**config.mk**
```make
export PLATFORM = sky130hd
export DESIGN_NAME = qcs_gpio_drive_sched
export DESIGN_NICKNAME = d
export VERILOG_FILES = /design/src/rtl/qcs_gpio_drive_sched.sv
export SDC_FILE = /design/constraint.sdc
export NUM_CORES = 1
export LEC_CHECK = 0
export ABC_AREA = 0
export BUFFER_PORTS_ARGS = -buffer_cell sky130_fd_sc_hd__buf_2
export CAP_MARGIN = 40
export CORE_ASPECT_RATIO = 1.2
export CORE_MARGIN = 8
export CORE_UTILIZATION = 25
export CTS_CLUSTER_DIAMETER = 80
export DETAILED_ROUTE_END_ITERATION = 12
export SETUP_SLACK_MARGIN = 0.5
export SLEW_MARGIN = 20
export SYNTH_ARGS = -nofsm -noshare
export SYNTH_HDL_FRONTEND = slang
export SYNTH_SLANG_ARGS = --single-unit
```
**constraint.sdc**
```tcl
create_clock -name clk -period 3.9 [get_ports clk]
set_clock_uncertainty 0.1 [all_clocks]
set_input_delay 0.585 -clock clk [delete_from_list [all_inputs] [get_ports clk]]
set_output_delay 0.585 -clock clk [all_outputs]
set_load 0.01 [all_outputs]
```
**src/rtl/qcs_gpio_drive_sched.sv**
```systemverilog
// Round-robin scheduler that shares one GPIO bus between requesters, with a turnaround gap after each drive.
// Define QCS_GPIO_DRIVE_SCHED_CHECK_EN to add the sticky bus read-back check (chk_err/chk_err_req).
module qcs_gpio_drive_sched #(
    parameter int WIDTH     = 8,
    parameter int NUM_REQ   = 4,
    parameter int HOLD_W    = 8,
    parameter int TA_CYCLES = 2
) (
    input  logic                         clk,
    input  logic                         rst_n,
    input  logic [NUM_REQ-1:0]           req,
    input  logic [NUM_REQ*WIDTH-1:0]     req_data,
    input  logic [NUM_REQ*HOLD_W-1:0]    req_hold,
    output logic [NUM_REQ-1:0]           ack,
    output logic [NUM_REQ-1:0]           done,
    output logic [WIDTH-1:0]             gpio_o,
    output logic                         gpio_oe,
    input  logic [WIDTH-1:0]             gpio_i,
`ifdef QCS_GPIO_DRIVE_SCHED_CHECK_EN
    output logic                         chk_err,
    output logic [$clog2(NUM_REQ)-1:0]   chk_err_req,
`endif
    output logic                         busy
);
    localparam int                PTR_W    = $clog2(NUM_REQ);
    localparam logic [PTR_W-1:0]  LAST_IDX = PTR_W'(NUM_REQ - 1);
    localparam logic [PTR_W:0]    NUM_EXT  = (PTR_W + 1)'(NUM_REQ);
    localparam logic [3:0]        TA_INIT  = 4'(TA_CYCLES);
    localparam logic [HOLD_W-1:0] ONE      = HOLD_W'(1);

    localparam logic [1:0] ST_IDLE  = 2'd0;
    localparam logic [1:0] ST_DRIVE = 2'd1;
    localparam logic [1:0] ST_TURN  = 2'd2;

    logic [1:0]         state_q, state_d;
    logic [PTR_W-1:0]   ptr_q, ptr_d;
    logic [PTR_W-1:0]   win_q, win_d;
    logic [WIDTH-1:0]   data_q, data_d;
    logic [HOLD_W-1:0]  cnt_q, cnt_d;
    logic [3:0]         ta_q, ta_d;
    logic [NUM_REQ-1:0] ack_q, ack_d;
    logic [NUM_REQ-1:0] done_q, done_d;
    logic [WIDTH-1:0]   gpio_q, gpio_d;
    logic               oe_q, oe_d;
    logic               busy_q, busy_d;

    logic               grant_valid;
    logic [PTR_W-1:0]   grant_idx;
    logic [PTR_W:0]     cand;
    logic [WIDTH-1:0]   sel_data;
    logic [HOLD_W-1:0]  sel_hold;

    // Walk offsets from the highest down so the smallest offset from ptr wins.
    always_comb begin
        grant_valid = 1'b0;
        grant_idx   = '0;
        cand        = '0;
        for (int i = NUM_REQ - 1; i >= 0; i--) begin
            cand = {1'b0, ptr_q} + (PTR_W + 1)'(i);
            if (cand >= NUM_EXT) begin
                cand = cand - NUM_EXT;
            end
            if (req[cand[PTR_W-1:0]]) begin
                grant_valid = 1'b1;
                grant_idx   = cand[PTR_W-1:0];
            end
        end
    end

    always_comb begin
        sel_data = '0;
        sel_hold = '0;
        for (int i = 0; i < NUM_REQ; i++) begin
            if (grant_idx == PTR_W'(i)) begin
                sel_data = req_data[i*WIDTH +: WIDTH];
                sel_hold = req_hold[i*HOLD_W +: HOLD_W];
            end
        end
    end

    // Outputs are derived from the next state so every port comes straight from a flop.
    always_comb begin
        state_d = state_q;
        ptr_d   = ptr_q;
        win_d   = win_q;
        data_d  = data_q;
        cnt_d   = cnt_q;
        ta_d    = ta_q;
        ack_d   = '0;
        done_d  = '0;
        case (state_q)
            ST_IDLE: begin
                if (grant_valid) begin
                    state_d = ST_DRIVE;
                    win_d   = grant_idx;
                    data_d  = sel_data;
                    cnt_d   = (sel_hold == '0) ? ONE : sel_hold;
                    ptr_d   = (grant_idx == LAST_IDX) ? '0 : grant_idx + PTR_W'(1);
                end
            end
            ST_DRIVE: begin
                if (cnt_q <= ONE) begin
                    cnt_d = '0;
                    if (TA_CYCLES == 0) begin
                        state_d = ST_IDLE;
                    end else begin
                        state_d = ST_TURN;
                        ta_d    = TA_INIT;
                    end
                end else begin
                    cnt_d = cnt_q - ONE;
                end
            end
            ST_TURN: begin
                if (ta_q <= 4'd1) begin
                    state_d = ST_IDLE;
                    ta_d    = '0;
                end else begin
                    ta_d = ta_q - 4'd1;
                end
            end
            default: begin
                state_d = ST_IDLE;
            end
        endcase
        oe_d   = (state_d == ST_DRIVE);
        busy_d = (state_d != ST_IDLE);
        gpio_d = oe_d ? data_d : '0;
        for (int i = 0; i < NUM_REQ; i++) begin
            ack_d[i]  = (state_q == ST_IDLE) && grant_valid && (grant_idx == PTR_W'(i));
            done_d[i] = oe_d && (cnt_d == ONE) && (win_d == PTR_W'(i));
        end
    end

    always_ff @(posedge clk or negedge rst_n) begin
        if (!rst_n) begin
            state_q <= ST_IDLE;
            ptr_q   <= '0;
            win_q   <= '0;
            data_q  <= '0;
            cnt_q   <= '0;
            ta_q    <= '0;
            ack_q   <= '0;
            done_q  <= '0;
            gpio_q  <= '0;
            oe_q    <= 1'b0;
            busy_q  <= 1'b0;
        end else begin
            state_q <= state_d;
            ptr_q   <= ptr_d;
            win_q   <= win_d;
            data_q  <= data_d;
            cnt_q   <= cnt_d;
            ta_q    <= ta_d;
            ack_q   <= ack_d;
            done_q  <= done_d;
            gpio_q  <= gpio_d;
            oe_q    <= oe_d;
            busy_q  <= busy_d;
        end
    end

    assign ack     = ack_q;
    assign done    = done_q;
    assign gpio_o  = gpio_q;
    assign gpio_oe = oe_q;
    assign busy    = busy_q;

`ifdef QCS_GPIO_DRIVE_SCHED_CHECK_EN
    logic             chk_err_q;
    logic [PTR_W-1:0] chk_req_q;
    logic             last_drive;

    assign last_drive = (state_q == ST_DRIVE) && (cnt_q == ONE);

    // Only the first mismatch is recorded; later ones leave the index untouched.
    always_ff @(posedge clk or negedge rst_n) begin
        if (!rst_n) begin
            chk_err_q <= 1'b0;
            chk_req_q <= '0;
        end else if (!chk_err_q && last_drive && (gpio_i != data_q)) begin
            chk_err_q <= 1'b1;
            chk_req_q <= win_q;
        end
    end

    assign chk_err     = chk_err_q;
    assign chk_err_req = chk_req_q;
`else
    logic unused_gpio_i;
    assign unused_gpio_i = ^gpio_i;
`endif

endmodule

```
Word-level counts from Yosys, hierarchy flattened. Cells that the tools add are included.

Register bits after elaboration: 44. Input port bits: 78.

Add/sub/neg operators: 10. Magnitude comparators: 10. Equal/unequal tests: 11. Mux-type cells: 45. Reductions and logical operators: 18.

Operator list (count): 2-to-1 mux 8 bit (14); 2-to-1 mux 2 bit (14); one-hot mux 8 bit (2 select lines) (1); < comparator 2 x 3 -> 1 bit, second input constant (4); equality test 2 bit, second input constant (5); logical AND 1 bit (10); greater-or-equal comparator 3 bit, second input constant (3); binary-select mux 1 bit (select 2 bit) (4); equality test 2 x 1 -> 1 bit, second input constant (4); equality test 8 x 1 -> 1 bit, second input constant (1); less-or-equal comparator 8 x 1 -> 1 bit, second input constant (1); zero test 8 bit (1); 2-to-1 mux 1 bit (8); 2-to-1 mux 4 bit (2); one-hot mux 4 bit (2 select lines) (1); subtractor 2 x 1 -> 2 bit, second input constant (4); subtractor 8 x 1 -> 8 bit, second input constant (1); adder 2 x 2 -> 3 bit, second input constant (2); zero test 2 bit (3); one-hot mux 2 bit (3 select lines) (1); less-or-equal comparator 4 x 1 -> 1 bit, second input constant (1); AND reduction 2 bit (2); nonzero test 2 bit (2); subtractor 4 x 1 -> 4 bit, second input constant (1); other kinds (4) (4).

Depth between registers and ports, before layout. Gate-level depths: netlist (run 1).

Word-level depth: 21. Gate-level depth with buffers: 12. Depth with buffers taken out: 11.

Least setup slack after synthesis (run 1). OpenSTA, ideal clock, no wires.

Path kind: in2reg. Start: in req[1]. End: reg done_q[0] (netlist: done[0]). Setup time: 0.101 ns. Data arrival time: 2.844 ns. Required time: 3.699 ns. Path slack: 0.855 ns. Stages: 11. Buffers on the path: 0. Cell sequence: nand2b_1 -> a21oi_1 -> a211oi_1 -> inv_1 -> ha_1 -> nor2b_1 -> a221oi_1 -> nor3_1 -> or3_1 -> o22a_1 -> nor4_1.

Word-level cells in the longest chain between the ends: 18. Elaborated cells between the ends (all ways): 37. Those cells by class: 5 x eq/ne; 27 x mux; 5 x reduce/logical.

RTL lines: start, declared (line 11) `input logic [NUM_REQ-1:0] req,`; binary-select mux 1 bit (select 2 bit) (line 63) `if (req[cand[PTR_W-1:0]]) begin`; 2-to-1 mux 1 bit (implied by the code) (line 63); 2-to-1 mux 2 bit (4 in a row) (line 63); zero test 2 bit (line 74) `if (grant_idx == PTR_W'(i)) begin`; 2-to-1 mux 8 bit (4 in a row) (line 74); zero test 8 bit (line 97) `cnt_d = (sel_hold == '0) ? ONE : sel_hold;`; 2-to-1 mux 8 bit (line 97); 2-to-1 mux 8 bit (line 93) `if (grant_valid) begin`; one-hot mux 8 bit (2 select lines) (line 91) `case (state_q)`; equality test 8 x 1 -> 1 bit (line 131) `done_d[i] = oe_d && (cnt_d == ONE) && (win_d == PTR_W'(i));`; logical AND 1 bit (line 131); logical AND 1 bit (*) (line 131); via done_d[0] (line 42) `logic [NUM_REQ-1:0] done_q, done_d;`; end signal, assigned (line 156) `done_q <= done_d;`; end, declared (line 42).

Mark *: on every way through the listed nets, which the timed path passes. The rest lies on a longest branch. The select of a mux whose other input is x is not followed. A chain may end at the register's enable or synchronous reset.

Worst setup path after layout (run 1).
Start: in req[0]. End: reg done_q[1] (netlist: done[1]).

Word-level cells in the longest chain between the ends: 18. Elaborated cells between the ends (all ways): 37. Those cells by class: 6 x eq/ne; 27 x mux; 4 x reduce/logical.

RTL lines: binary-select mux 1 bit (select 2 bit) (line 63); 2-to-1 mux 1 bit (implied by the code) (line 63); 2-to-1 mux 2 bit (4 in a row) (line 63); zero test 2 bit (line 74); 2-to-1 mux 8 bit (4 in a row) (line 74); zero test 8 bit (line 97); 2-to-1 mux 8 bit (line 97); 2-to-1 mux 8 bit (*) (line 93); one-hot mux 8 bit (2 select lines) (*) (line 91); via cnt_d[1] (line 39) `logic [HOLD_W-1:0] cnt_q, cnt_d;`; equality test 8 x 1 -> 1 bit (*) (line 131); logical AND 1 bit (*) (2 in a row) (line 131); via done_d[1] (line 42).

Marked as above.

==> flow_metrics.env, run 1 <==
export IMPL_total_power_mw=2.54
export IMPL_period_minus_slack_ps=3150
export IMPL_place_gp_congestion=0.870
export IMPL_drtAntennaViolNets=0
export IMPL_drc_errors=0
export IMPL_crit_fanout=15
export IMPL_powerDensity_nw_per_um2=723
export IMPL_drv_slew=0
export IMPL_worst_pin_slew_ps=685
export IMPL_async_flop_share_pct=100
export IMPL_clk_insertion_delay_late_ps=290
export IMPL_cp_arrival_ps=3230
export IMPL_drtIter0Drc=222
export IMPL_p_leak_nw=1.64
export IMPL_hold_violations=0
export IMPL_setup_viol=0
export IMPL_postCtsHoldBufs=0
export IMPL_numCtsBuffers=5
export IMPL_ys_seq_elements=44
export IMPL_drt_total_wl_um=8330
export IMPL_ys_flop_type="dfrtp_1"
export IMPL_drive_gt1_share_pct=30.9
export IMPL_max_freq_ghz=0.317
export IMPL_grt_setup_unrepaired="true"
export IMPL_synth_seq_area_share_pct=40.9
export IMPL_ios=96
export IMPL_grt_ovfl_total=0
export IMPL_grt_pass1_vias=2840
export IMPL_cts_root_buffer="clkbuf_16"
export IMPL_drt_vias_per_instance=5.00
export IMPL_endpoint_kind="flip-flop"
export IMPL_antenna_found_initial=0
export IMPL_die_y_um=130
export IMPL_synth_avg_cell_area_um2=8.78
export IMPL_fill_cells=1083
export IMPL_detailed_place_hpwl_um=6680
export IMPL_start_util_pct=25.6
export IMPL_clock_path_buffers=2
export IMPL_coreArea_um2=10500
export IMPL_syn2layout_area_growth_pct=30.1
export IMPL_worst_ep_required_time_ps=3980
export IMPL_cts_tree="built"
export IMPL_grt_pass1_wl_um=13700
export IMPL_diodes=0
export IMPL_status="finished clean"
export IMPL_synthDistinctLibCells=50
export IMPL_r2r_slack_ps=770
export IMPL_synthesis_area_um2=2700
export IMPL_timing_rr_end="done[1]$_DFF_PN0_"
export IMPL_grt_max_degree=29
export IMPL_regToRegStartpoint="ptr_q[1]$_DFFE_PN0P_"
export IMPL_fin_tns_setup_ps=0
export IMPL_io_buffers=87
export IMPL_vdd_drop_max_mv=0.304
export IMPL_die_x_um=111
export IMPL_syn_nets=393
export IMPL_ff2ff_path_depth=13
export IMPL_path_class="in -> reg"
export IMPL_avgRoutedWirePerCell_um=15.8
export IMPL_layout_commonest_cell="buf_2"
export IMPL_holdCritPathClass="in -> async"
export IMPL_start_kind="input pin"
export IMPL_finalCritPeriodShare_pct=80.8
export IMPL_grt_use_total_pct=11.5
export IMPL_maxCapViolCount=0
export IMPL_clk_pin_slew_worst_paths_ps=70
export IMPL_fin_util_pct=33.3
export IMPL_vias=2633
export IMPL_h_tree_depth=2
export IMPL_cts_sinks=44
export IMPL_synthCells=307
export IMPL_rows=41
export IMPL_yosysWarnings=0
export IMPL_dieArea_um2=14400
export IMPL_fin_nets=483
export IMPL_dr_pass1_iters=5
export IMPL_synth_edf_count=0
export IMPL_slew_headroom_pct=54.1
export IMPL_final_cell_mix="87 x buf_2, 44 x dfrtp_1, 32 x a21oi_1, 24 x nor2_1, 24 x nand2_1"
-- how the worst max path moves through the flow --
stage                             end  depth (start not counted)                  from
finish              done[1]$_DFF_PN0_                         14                req[0]
global route        done[3]$_DFF_PN0_                         13  ptr_q[1]$_DFFE_PN0P_
CTS                 done[2]$_DFF_PN0_                         14                req[0]
detailed placement  done[2]$_DFF_PN0_                         14                req[0]
global placement    done[2]$_DFF_PN0_                         14                req[0]
floorplan           done[0]$_DFF_PN0_                         11                req[1]
-- power breakdown --
part | leakage [nW] | internal, mW | total, mW | switching [mW]
Combinational | 1.02 | 0.555 | 1.28 | 0.729
Clock | 0.0804 | 0.305 | 0.490 | 0.186
Sequential | 0.541 | 0.628 | 0.762 | 0.134
Total | 1.64 | 1.49 | 2.54 | 1.05
-- stage by stage --
step,hold WS (ps),area [µm²],setup WS [ps],instances
finish,127,3510,750,527
global placement,412,3300,417,518
global route,155,3510,481,527
detailed placement,428,3320,347,519
CTS,140,3490,645,527
floorplan,189,2700,855,307
-- synthesized netlist by cell type (all sizes together), types with 2 or more instances --
library cell	count	share of area (%)
nand3b	5	1.4
and3	5	1.2
o211ai	3	0.84
o221ai	4	1.5
or4	2	0.70
mux2	4	1.7
buf	5	1.4
o21ai	13	2.4
a211oi	4	1.1
nor3b	3	0.84
or2	2	0.46
clkbuf	12	1.7
inv	20	2.8
nor4	6	1.6
nand3	4	0.74
ha	8	3.7
nor2	24	3.3
and2	9	2.2
or3	4	0.93
a21oi	32	5.9
nand2b	4	0.93
nor3	14	3.2
or3b	2	0.65
and2b	2	0.56
nand2	24	3.3
nor2b	15	3.5
nand4b	2	0.65
o31ai	4	1.1
a221oi	14	4.5
nand4	2	0.46
dfrtp	44	41
-- worst max-delay path: stages --
cell      delay (ps)
buf_2            130
a21oi_1          140
nor3b_1           60
nor3_1           180
buf_4            160
inv_1             50
ha_1             200
buf_4            180
a211oi_1         200
a211oi_1         160
a211o_1          350
nand4b_1         250
or3b_1           400
nor4_2           170
-- registers in the layout (all words and copies together) (netlist names) --
name and cells:
cnt_q 8, ack 4, gpio_oe 1, ta_q 4, ptr_q 2, done 4
state_q 2, busy 1, win_q 2, gpio_o 8, data_q 8
-- layout make-up --
class	instances	area, µm²	area share, %
clock buffer	5	125	3.57
clock inverter	3	46.3	1.32
inverter	20	75.1	2.14
multi-input combinational	226	1450	41.4
sequential	44	1100	31.4
tap	129	161	4.60
timing repair buffer	100	546	15.6
-- kinds of logic after synthesis --
group / synth area share [%]
simple gates: 26.6
compound gates: 21.3
flops: 40.9
buf+inv: 5.85
fa+ha+maj: 3.71
mux: 1.67
-- timing repair --
item / 4_1_cts / 5_1_grt
resized for setup: 0 / 3
setup endpoints to repair: 0 / 3
setup buffers: 0 / 0
-- metal layers --
layer  up-vias  track usage, %  part of all wire (%)
li1       1295               -                     -
met1      1244            12.8                    42
met2        78            21.1                    52
met3        16            2.62                   4.2
met4         0            4.06                   2.0
met5         -               0                     0
Note: power is estimated with default switching activity, not from simulation.
==> inputs of run 2 (changes only) <==
==> constraint.sdc (replaced) <==
create_clock -name clk -period 2.8 [get_ports clk]
set_clock_uncertainty 0.1 [all_clocks]
set_input_delay 0.42 -clock clk [delete_from_list [all_inputs] [get_ports clk]]
set_output_delay 0.42 -clock clk [all_outputs]
set_load 0.01 [all_outputs]
==> run 2 against run 1 <==
- the flow now finishes with violations (hold timing, setup timing)
- hold slack worse by 140 ps
- combinational power grew 120%
- clock power grew 40%
- largest power group unchanged
- critical path depth fell by 3
- largest cell class unchanged
==> flow_metrics.env, run 2 (synthesized netlist as in run 1, its figures left out) <==
export IMPL_cp_arrival_ps=2960
export IMPL_io_buffers=87
export IMPL_r2r_slack_ps=-60
export IMPL_detailed_place_hpwl_um=6940
export IMPL_violations="hold timing, setup timing"
export IMPL_cts_tree="built"
export IMPL_path_class="reg -> reg"
export IMPL_rows=41
export IMPL_clk_pin_slew_worst_paths_ps=70
export IMPL_worst_ep_required_time_ps=2890
export IMPL_cpPeakStageDelay_ps=430
export IMPL_layout_commonest_cell="buf_2"
export IMPL_start_kind="flip-flop"
export IMPL_grt_pass1_vias=3096
export IMPL_antenna_found_initial=1
export IMPL_fin_tns_setup_ps=-129
export IMPL_coreArea_um2=10500
export IMPL_cpLargestDelayFamily="simple AND/OR/NAND/NOR gates"
export IMPL_diodes=0
export IMPL_grt_pass1_wl_um=15000
export IMPL_fin_nets=528
export IMPL_drtIter0Drc=98
export IMPL_drtAntennaViolNets=0
export IMPL_max_freq_ghz=0.349
export IMPL_place_gp_congestion=0.811
export IMPL_grt_ovfl_total=0
export IMPL_ios=96
export IMPL_start_util_pct=25.6
export IMPL_cpMostUsedCell="a211oi_2"
export IMPL_drv_slew=0
export IMPL_die_x_um=111
export IMPL_endpoint_kind="flip-flop"
export IMPL_slew_headroom_pct=58.0
export IMPL_power_switching_mw=1.83
export IMPL_dieArea_um2=14400
export IMPL_maxCapViolCount=0
export IMPL_total_power_mw=4.56
export IMPL_p_clk_share_pct=15.0
export IMPL_power_frac_seq_pct=22.9
export IMPL_drt_vias_per_instance=4.95
export IMPL_grt_setup_unrepaired="true"
export IMPL_combPwrFrac_pct=62.1
export IMPL_hold_slack_ps=-9.51
export IMPL_stdcell_area_um2=4320
export IMPL_swShare_pct=40.1
export IMPL_finalCritPeriodShare_pct=102
export IMPL_clk_insertion_delay_late_ps=290
export IMPL_placed_area_um2=3550
export IMPL_avgRoutedWirePerCell_um=16.2
export IMPL_dr_pass1_iters=4
export IMPL_grt_max_degree=25
export IMPL_period_minus_slack_ps=2860
export IMPL_p_int_mw=2.73
export IMPL_worst_pin_slew_ps=625
export IMPL_die_y_um=130
export IMPL_drt_total_wl_um=9260
export IMPL_hold_violations=8
export IMPL_status="finished with violations"
export IMPL_grt_use_total_pct=12.7
export IMPL_drive_gt1_share_pct=51.5
export IMPL_h_tree_depth=2
export IMPL_crit_fanout=7
export IMPL_setup_viol=4
export IMPL_vdd_drop_max_mv=0.416
export IMPL_syn2layout_area_growth_pct=60.2
export IMPL_postCtsHoldBufs=0
export IMPL_vias=2829
export IMPL_clock_path_buffers=2
export IMPL_powerDensity_nw_per_um2=1060
export IMPL_final_cell_mix="87 x buf_2, 44 x dfrtp_1, 42 x buf_4, 24 x nand2_1, 23 x nor2_1"
export IMPL_drc_errors=0
export IMPL_setup_ws_ps=-63.0
export IMPL_cts_sinks=44
export IMPL_cts_root_buffer="clkbuf_16"
export IMPL_worstPathCellList="nand2b_4, a21oi_2, nor3_2, inv_2, ha_4, a211oi_2, a211oi_2, a211o_1, nand4b_1, or3b_1, nor4_2"
export IMPL_numCtsBuffers=5
export IMPL_path_buf_inv=1
export IMPL_p_leak_nw=1.96
export IMPL_slowest_stage="or3b_1"
export IMPL_holdCritPathClass="in -> async"
## run 2: cell types whose count changed in the layout (fill, tap and decap cells not counted), moves of 4 or more
cell / before / now
nor3_2: 1 / 9
a21oi_2: 0 / 14
a211oi_2: 0 / 4
buf_4: 12 / 42
a211oi_1: 4 / 0
a221oi_2: 0 / 7
a221oi_4: 0 / 6
a221oi_1: 14 / 1
nor3_1: 12 / 4
ha_4: 0 / 4
buf_6: 0 / 13
a21oi_1: 32 / 18
inv_1: 20 / 15
## run 2: per-stage QoR
step / utilization, % / std cells / setup WS [ps]
floorplan: - / 307 / 145
global placement: 33.8 / 542 / -312
detailed placement: 33.8 / 542 / -365
CTS: 39.4 / 569 / -10.9
global route: 41.0 / 572 / -205
finish: 41.0 / 572 / -63.0
## run 2: area by class of cell
cell class	instances	area (µm²)
Clock buffer	5	125
Clock inverter	3	46.3
Fill cell	1018	6200
Inverter	20	85.1
Multi-Input combinational cell	226	1830
Sequential cell	44	1100
Tap cell	129	161
Timing Repair Buffer	145	965
## run 2: routing by layer
layer,track usage (%),share of wire [%],up-vias
li1,-,-,1382
met1,13.8,41,1349
met2,23.7,52,77
met3,3.12,4.5,19
met4,4.14,2.1,2
met5,0,0.21,-
## run 2: timing repair
action | 4_1_cts | 5_1_grt
setup buffers | 18 | 3
gates cloned | 1 | 0
endpoints found under the setup margin | 27 | 27
pin swaps | 34 | 13
gates resized for setup | 53 | 29
## run 2: path summary, 6_finish.rpt
check | startpoint | endpoint | depth (start not counted)
worst max-delay path | ptr_q[0]$_DFFE_PN0P_ | done[2]$_DFF_PN0_ | 11
worst min-delay path | rst_n | ack[0]$_DFF_PN0_ | 1
worst max register to register | ptr_q[0]$_DFFE_PN0P_ | done[2]$_DFF_PN0_ | 11
worst min register to register | data_q[1]$_DFF_PN0_ | data_q[1]$_DFF_PN0_ | 2
max in group asynchronous | rst_n | gpio_o[2]$_DFF_PN0_ | 2
min in group clk | req_data[25] | data_q[1]$_DFF_PN0_ | 3
## run 2: power by group through the flow
stage          Combinational (mW)  Clock [mW]  Sequential, mW
6_report                     2.83       0.684            1.04
5_1_grt                      3.09       0.730            1.07
4_1_cts                      2.56       0.707            1.04
3_5_place_dp                 2.03           0            1.04
3_3_place_gp                 2.00           0            1.04
2_1_floorplan                1.28           0            1.05
==> inputs of run 3 (changes only) <==
--- a/config.mk
+++ b/config.mk
@@ -5,7 +5,7 @@
 export SDC_FILE = /design/constraint.sdc
 export NUM_CORES = 1
 export LEC_CHECK = 0
-export ABC_AREA = 0
+export ABC_AREA = 1
 export BUFFER_PORTS_ARGS = -buffer_cell sky130_fd_sc_hd__buf_2
 export CAP_MARGIN = 40
 export CORE_ASPECT_RATIO = 1.2
==> run 3 against run 2 <==
- sequential power is essentially flat
- hold slack improved by 370 ps
- the run ends with setup timing left
- synthesized cell count is 26% higher
- global-route usage fell by 0.90 points
- sequential share of layout area is 0.28 points lower
- design area up 1.2%
- largest cell class unchanged
- clock power down 19%
==> flow_metrics.env, run 3 <==
export IMPL_grt_use_total_pct=11.8
export IMPL_place_gp_congestion=0.861
export IMPL_numCtsBuffers=5
export IMPL_final_cell_mix="87 x buf_2, 64 x nand2_1, 43 x dfrtp_1, 40 x nor2_1, 40 x inv_1"
export IMPL_diodes=0
export IMPL_maxCapViolCount=0
export IMPL_drtAntennaViolNets=0
export IMPL_fin_util_pct=38.3
export IMPL_synth_top_area_cell="dfrtp_1"
export IMPL_drt_total_wl_um=9100
export IMPL_status="finished with violations"
export IMPL_drive_gt1_share_pct=49.2
export IMPL_avgRoutedWirePerCell_um=13.6
export IMPL_h_tree_depth=2
export IMPL_ys_seq_elements=44
export IMPL_slew_headroom_pct=70.6
export IMPL_finalCritPeriodShare_pct=106
export IMPL_holdCritPathClass="in -> reg"
export IMPL_synthCells=387
export IMPL_yosysWarnings=0
export IMPL_violations="setup timing"
export IMPL_ios=96
export IMPL_syn2layout_area_growth_pct=52.2
export IMPL_syn_nets=473
export IMPL_vias=3057
export IMPL_die_y_um=133
export IMPL_cts_tree="built"
export IMPL_synth_edf_count=0
export IMPL_drtIter0Drc=119
export IMPL_endpoint_kind="flip-flop"
export IMPL_r2r_slack_ps=-170
export IMPL_dr_pass1_iters=6
export IMPL_start_kind="flip-flop"
export IMPL_hold_violations=0
export IMPL_period_minus_slack_ps=2970
export IMPL_synth_seq_area_share_pct=38.3
export IMPL_vdd_drop_max_mv=0.479
export IMPL_start_util_pct=25.2
export IMPL_synthDistinctLibCells=38
export IMPL_cts_root_buffer="clkbuf_16"
export IMPL_total_power_mw=6.24
export IMPL_yosysMostFrequentCell="nand2_1"
export IMPL_worst_ep_required_time_ps=2910
export IMPL_detailed_place_hpwl_um=6850
export IMPL_grt_ovfl_total=0
export IMPL_cp_arrival_ps=3080
export IMPL_worst_pin_slew_ps=437
export IMPL_cts_sinks=44
export IMPL_grt_pass1_wl_um=14600
export IMPL_path_class="reg -> reg"
export IMPL_grt_setup_unrepaired="true"
export IMPL_max_freq_ghz=0.336
export IMPL_synth_avg_cell_area_um2=7.42
export IMPL_ys_flop_type="dfrtp_1"
export IMPL_drc_errors=0
export IMPL_rows=43
export IMPL_async_flop_share_pct=100
export IMPL_io_buffers=87
export IMPL_setup_viol=5
export IMPL_dieArea_um2=15200
export IMPL_grt_max_degree=29
export IMPL_grt_pass1_vias=3174
export IMPL_clk_pin_slew_worst_paths_ps=60
export IMPL_clk_insertion_delay_late_ps=280
export IMPL_p_leak_nw=2.11
export IMPL_fin_nets=596
export IMPL_antenna_found_initial=0
export IMPL_setup_ws_ps=-173
export IMPL_coreArea_um2=11400
export IMPL_synth_top_area_share_pct=38.3
export IMPL_fin_tns_setup_ps=-736
export IMPL_drv_slew=0
export IMPL_synth_area_leaders="dfrtp_1 38%, nand2_1 9.9%, nand3_1 7.1%"
export IMPL_layout_commonest_cell="buf_2"
export IMPL_crit_fanout=9
export IMPL_ys_top_cells_by_count="76 x nand2_1, 45 x nor2_1, 44 x dfrtp_1"
export IMPL_clock_path_buffers=2
export IMPL_drt_vias_per_instance=4.58
export IMPL_powerDensity_nw_per_um2=1430
export IMPL_die_x_um=114
export IMPL_synthesis_area_um2=2870
## run 3: cell families after synthesis
family,synth area share [%]
and+or+nand+nor,30.2
AOI/OAI and AO/OA,17.1
buffers and inverters,9.32
DFF,38.3
adders and majority gates,3.49
xor gates and xnor gates,1.52
## run 3: critical path, cell delays in order (launching register included)
cell and delay [ps]:
dfrtp_2 500, buf_6 160, o21ai_4 140, o21ai_1 70
nand2_1 80, o21ai_2 60, or2_4 260, nand2_4 80
buf_6 110, ha_4 220, inv_6 70, nand3_1 70
nand2_1 80, a21oi_2 160, nand2_1 70, nor2_1 100
nand2_1 70, nand2_2 70, nand2_2 70, a21oi_4 160
nand2_2 100, nor2_1 90
## run 3: layout make-up
class / instances / area, µm²
timing repair inverter: 1 / 6.26
clock buffer: 6 / 129
fill: 1219 / 7040
clock inverter: 1 / 5.00
sequential: 44 / 1100
tap: 157 / 196
timing repair buffer: 131 / 821
multi-input combinational: 280 / 1910
inverter: 47 / 199
## run 3: power breakdown
group | leakage (nW) | internal (mW) | switching, mW | total (mW)
clock network | 0.0667 | 0.324 | 0.230 | 0.554
registers | 0.535 | 0.908 | 0.151 | 1.06
logic | 1.51 | 2.01 | 2.62 | 4.63
total | 2.11 | 3.24 | 3.00 | 6.24
## run 3: repair_timing
action | 4_1_cts | 5_1_grt
resized for setup | 54 | 52
hold buffers | 1 | 0
setup endpoints to repair | 30 | 32
hold endpoints to repair | 13 | 0
gates cloned | 1 | 0
pin swaps | 25 | 30
setup buffers | 10 | 1
## run 3: path summary, 6_finish.rpt
path	from	cells after the start	endpoint
max	ptr_q[0]$_DFFE_PN0P_	21	done[3]$_DFF_PN0_
min	req_data[30]	3	data_q[6]$_DFF_PN0_
max reg2reg	ptr_q[0]$_DFFE_PN0P_	21	done[3]$_DFF_PN0_
min reg2reg	data_q[5]$_DFF_PN0_	2	data_q[5]$_DFF_PN0_
max in group asynchronous	rst_n	3	ptr_q[0]$_DFFE_PN0P_
min in group asynchronous	rst_n	2	ack[1]$_DFF_PN0_
## run 3: through the flow
step | worst slack (ps) | instances | instance area, µm² | hold WS (ps)
2_1_floorplan | 61.5 | 387 | 2950 | 24.4
3_3_place_gp | -258 | 647 | 3690 | 230
3_5_place_dp | -328 | 647 | 3690 | 244
4_1_cts | -133 | 666 | 4140 | 350
5_1_grt | -359 | 667 | 4370 | 358
6_report | -173 | 667 | 4370 | 356
## run 3: per-layer routing
metal  track usage (%)  vias up  routed length [µm]
met1              12.6     1451                3730
met2              21.8       84                4680
met4              4.08        0                 161
li1                  -     1510                   -
met3              3.12       12                 530
met5                 0        -                   0
